`config.mk`:
```
export PLATFORM = sky130hd
export DESIGN_NAME = alu_share_arb
export DESIGN_NICKNAME = d
export VERILOG_FILES = /design/src/rtl/alu_share_arb.sv
export SDC_FILE = /design/constraint.sdc
export NUM_CORES = 1
export LEC_CHECK = 0
export BUFFER_PORTS_ARGS = -buffer_cell sky130_fd_sc_hd__buf_2
export CORE_AREA = 10 10 101 103
export CTS_CLUSTER_SIZE = 30
export DETAILED_ROUTE_END_ITERATION = 16
export DIE_AREA = 0 0 111 113
export PLACE_DENSITY = 0.73
export REMOVE_ABC_BUFFERS = 1
export SLEW_MARGIN = 20
export SYNTH_ARGS = -nofsm -noshare
export SYNTH_HDL_FRONTEND = slang
export SYNTH_SLANG_ARGS = --single-unit
```
`constraint.sdc`:
```
create_clock -name clk -period 1.8 [get_ports clk]
set_input_delay 0.18 -clock clk [delete_from_list [all_inputs] [get_ports clk]]
set_output_delay 0.18 -clock clk [all_outputs]
set_load 0.05 [all_outputs]
```
`src/rtl/alu_share_arb.sv`:
```
// alu_share_arb: round-robin arbiter that shares one combinational ALU
// between two valid/ready requesters. Each accepted result goes into a
// one-deep registered response buffer that has valid/ready backpressure.
// Optional feature: define ALU_ARB_OPCHECK_EN to flag illegal op codes.
// With the macro defined, illegal codes are accepted but return
// rsp_err=1 and rsp_data=0.
module alu_share_arb #(
  parameter int W = 32
) (
  input  logic         clk,
  input  logic         rst,
  input  logic         req0_valid,
  output logic         req0_ready,
  input  logic [4:0]   req0_aluc,
  input  logic [W-1:0] req0_a,
  input  logic [W-1:0] req0_b,
  input  logic         req1_valid,
  output logic         req1_ready,
  input  logic [4:0]   req1_aluc,
  input  logic [W-1:0] req1_a,
  input  logic [W-1:0] req1_b,
  output logic [W-1:0] alu_data1,
  output logic [W-1:0] alu_data2,
  output logic [4:0]   alu_aluc,
  input  logic [W-1:0] alu_rdata,
  output logic         rsp_valid,
  input  logic         rsp_ready,
  output logic         rsp_id,
  output logic [W-1:0] rsp_data,
  output logic         rsp_err
);

  typedef enum logic {
    EMPTY = 1'b0,
    FULL  = 1'b1
  } buf_state_e;

  buf_state_e   state_q;
  logic         last_id_q;
  logic         rsp_id_q;
  logic [W-1:0] rsp_data_q;
  logic         rsp_err_q;

  logic         can_accept;
  logic         any_valid;
  logic         grant_id;
  logic         accept;
  logic [4:0]   sel_aluc;
  logic [W-1:0] sel_a;
  logic [W-1:0] sel_b;
  logic         op_illegal;
  logic [W-1:0] rsp_data_d;

`ifdef ALU_ARB_OPCHECK_EN
  // Legal codes: 1-8, 10-15 and 18.
  function automatic logic op_legal(input logic [4:0] op);
    case (op)
      5'd1, 5'd2, 5'd3, 5'd4, 5'd5, 5'd6, 5'd7, 5'd8,
      5'd10, 5'd11, 5'd12, 5'd13, 5'd14, 5'd15, 5'd18: op_legal = 1'b1;
      default:                                         op_legal = 1'b0;
    endcase
  endfunction
`endif

  // Round-robin grant, then operand selection from the granted requester.
  always_comb begin
    // NOTE: give every always_comb output a default first; otherwise any
    // path that leaves it unassigned infers a latch.
    can_accept = (state_q == EMPTY) || rsp_ready;
    any_valid  = req0_valid || req1_valid;
    grant_id   = 1'b0;
    if (req0_valid && req1_valid) grant_id = ~last_id_q;
    else if (req1_valid)          grant_id = 1'b1;
    accept     = any_valid && can_accept;
    sel_aluc   = grant_id ? req1_aluc : req0_aluc;
    sel_a      = grant_id ? req1_a    : req0_a;
    sel_b      = grant_id ? req1_b    : req0_b;
`ifdef ALU_ARB_OPCHECK_EN
    op_illegal = !op_legal(sel_aluc);
`else
    op_illegal = 1'b0;
`endif
  end

  // Request handshake and ALU drive. The ALU inputs are zero whenever no
  // request is accepted, so the shared ALU sees no toggling.
  always_comb begin
    req0_ready = accept && !grant_id;
    req1_ready = accept &&  grant_id;
    alu_data1  = '0;
    alu_data2  = '0;
    alu_aluc   = '0;
    if (accept) begin
      alu_data1 = sel_a;
      alu_data2 = sel_b;
      alu_aluc  = op_illegal ? 5'd0 : sel_aluc;
    end
    rsp_data_d = op_illegal ? '0 : alu_rdata;
  end

  // Response buffer FSM: capture on accept, empty on drain without accept.
  always_ff @(posedge clk or posedge rst) begin
    if (rst) begin
      state_q    <= EMPTY;
      last_id_q  <= 1'b1;
      rsp_id_q   <= 1'b0;
      rsp_data_q <= '0;
      rsp_err_q  <= 1'b0;
    end else begin
      // NOTE: sequential state uses non-blocking assignments only, so every
      // register samples its pre-edge value and ordering inside the block
      // does not matter.
      case (state_q)
        EMPTY: begin
          if (accept) state_q <= FULL;
        end
        FULL: begin
          if (rsp_ready && !accept) state_q <= EMPTY;
        end
        default: state_q <= EMPTY;
      endcase
      if (accept) begin
        rsp_data_q <= rsp_data_d;
        rsp_id_q   <= grant_id;
        rsp_err_q  <= op_illegal;
        last_id_q  <= grant_id;
      end
    end
  end

  assign rsp_valid = (state_q == FULL);
  assign rsp_id    = rsp_id_q;
  assign rsp_data  = rsp_data_q;
  assign rsp_err   = rsp_err_q;

endmodule

```
==> flow_summary_export.csv <==
group,metric,value,unit
route,dr.first_iter.drc_count,123,
power,leakagePower,2.38,nW
setup_path,crit_type,"flip-flop to output pin",
synth,synth.distinct_cells,20,
sta,hold_ws,0.125,ns
die,die_h,113,um
power,power_frac_comb,0.590,
global_routing,grt_antenna_before_repair,3,
place,dp_cells,543,
synth,ys_top_cells_by_area,"dfrtp_1 (41%), a22o_1 (28%), mux2_2 (17%)",
power,power.density,812,mW/mm^2
final_layout,area_growth,116,%
clock_tree,numCtsBuffers,5,
sta,max_freq,519,MHz
route,drt-pass1-iter-count,5,
clock_tree,cts_tree,"built",
place,place.gp.congestion,0.940,
setup_path,critPathLaunch,"last_id_q",
worst_hold_path,holdCritPathClass,"primary input to flip-flop",
sta,grt_setup_unrepaired,"true",
final_layout,n_fill_cell,699,
synth,postSynthAreaPerCell,12.1,um^2
sta,fin_crit,1.93,ns
place,numPortBuffers,279,
final_layout,stdcell_count,568,
power,ir_drop,0.000851,V
setup_path,worstPathMaxFanout,13,
route,drt_wl_total,13100,um
setup_path,end_kind,"output pin",
clock_tree,clock_sinks,35,
route,wl_per_cell,23.0,um
synth,synth_edf_count,0,
power,power.share.clock,0.149,
synth,synth_top_area_share,0.408,
global_routing,grt_max_degree,36,
clock_tree,clockRootBuffer,"clkbuf_8",
die,rows,33,
setup_path,arrival,1.75,ns
setup_path,r2r_cells,6,
global_routing,grt_pass1_wl,18200,um
sta,drv_slew,0,
setup_path,reg2reg_from,"last_id_q",
final_layout,drive_gt1_frac,0.763,
global_routing,grt-ovfl-total,0,
flow_run,max_cap_viol_count,0,
setup_path,crit_end,"alu_data1[14]",
global_routing,grt_pass1_vias,3100,
die,dieArea,0.0125,mm^2
place,dpl_cell_area,0.00368,mm^2
power,sw_frac_of_total,0.457,
setup_path,r2r_setup_slack,0.34,ns
synth,postSynthCellCount,172,
route,drc,0,
final_layout,utilization,0.555,
die,start_util,0.257,
final_layout,most-common-layout-cells,"buf_2 (208), buf_6 (61), a22o_1 (58)",
route,ant_nets,0,
sta,final.period_utilization,1.07,
sta,finalHoldViolCount,0,
clock_tree,clkTransAtPathRegs,0.07,ns
die,die_w,111,um
power,seqPwrFrac,0.260,
place,dp_hpwl,10300,um
die,pin_count,281,
route,vias,2843,
synth,synth_area,0.00209,mm^2
clock_tree,insertion_delay,0.28,ns
synth,ys_seq_area_frac,0.420,
synth,synth_top_area_cell,"dfrtp_1",
clock_tree,cts-htree-levels,2,
die,core,0.00813,mm^2
power,p_sw,0.00168,W
sta,fin_setup_tns,-6.68,ns
synth,synth_ff_type,"dfrtp_1",
setup_path,worst_ep_required_time,1.62,ns
setup_path,start_kind,"flip-flop",
synth,synth_warnings,0,
run_status,status,"finished with violations",
synth,synth-seq-cells,35,
clock_tree,cts_buffer_depth,2,
synth,async_flop_share,1.00,
global_routing,track_usage,0.183,
run_status,failed_checks,"setup timing",
route,viasPerCell,5.01,
sta,final.setup_skew,0.00261,ns
final_layout,finish.instance_area,0.00452,mm^2
sta,setup_ws,-0.127,ns
final_layout,layout_commonest_cell,"buf_2",
final_layout,nets,634,
setup_path,r2r_end,"rsp_id",
sta,final-setup-viol-count,66,
power,p_int,0.00199,W
==> how the worst min path moves through the flow <==
stage	from	to	depth (start not counted)
global route	alu_rdata[27]	rsp_data[27]	2
CTS	alu_rdata[27]	rsp_data[27]	2
floorplan	req0_valid	rsp_valid	2
detailed placement	rst	rsp_data[18]	3
finish	alu_rdata[3]	rsp_data[3]	2
global placement	rst	rsp_data[13]	3
==> repair_timing <==
item | in CTS | in global routing
gates cloned | 4 | 3
pin swaps | 11 | 24
endpoints found under the hold margin | 30 | 0
gates resized for setup | 133 | 19
setup buffers | 5 | 2
hold buffers | 1 | 0
setup endpoints to repair | 68 | 71
==> power groups by stage <==
stage / Sequential [W] / Combinational [W] / Clock, W
final: 0.000955 / 0.00217 / 0.000548
after global placement: 0.000962 / 0.00183 / 0
after CTS: 0.000955 / 0.00212 / 0.000572
after detailed placement: 0.000967 / 0.00185 / 0
after global routing: 0.000969 / 0.00225 / 0.000615
after floorplan: 0.00134 / 0.000852 / 0
==> layout make-up <==
cell class              instances  area [um^2]  share of cell area
repair buffers                300         2260               0.501
multi-input cells             116         1150               0.254
flip-flops and latches         35          877               0.194
well taps                     105          131              0.0291
clock buffers                   6         72.6              0.0161
clock inverters                 2         12.5             0.00277
diodes                          3         7.51             0.00166
inverters                       1         3.75            0.000831
==> Yosys cell counts (2+ instances only) <==
cell type,instances
a22o_1,66
nor2_1,4
buf_4,3
mux2i_1,3
buf_2,10
a21o_1,2
buf_6,6
nand2b_1,2
dfrtp_1,34
mux2_2,32
==> sequential cells by signal, summed over array words and instances (netlist names) <==
register,cells
last_id_q,1
rsp_valid,1
rsp_data,32
rsp_id,1
==> logic make-up after synthesis <==
| kind of cell | after synthesis | share of synthesized area |
|---|---|---|
| multiplexers | 35 | 0.187 |
| AO/OA/AOI/OAI | 71 | 0.299 |
| flip-flops | 35 | 0.420 |
| other | 1 | 0.00180 |
| buffers and inverters | 21 | 0.0707 |
| AND/OR/NAND/NOR | 9 | 0.0210 |
==> worst max-delay path, stage by stage, from the launching register on <==
cell and delay (ns):
dfstp_2 0.53, nand2b_1 0.10, and3_4 0.22, buf_6 0.14, buf_16 0.14, a22o_1 0.17
buf_6 0.17
==> metrics by stage <==
stage                     total power (W)  setup WS (ns)
after floorplan                   0.00219          -1.35
after global placement            0.00279         0.0532
after detailed placement          0.00282         0.0456
after CTS                         0.00365         -0.138
after global routing              0.00384         -0.213
final                             0.00367         -0.127
==> metal layers <==
layer	up-vias	GRT usage	wire, um
met5	-	0	0
li1	1251	-	-
met3	16	0.0718	1300
met4	0	0.0694	218
met2	183	0.324	6930
met1	1393	0.192	4630
Power figures use the tool's default switching activity.
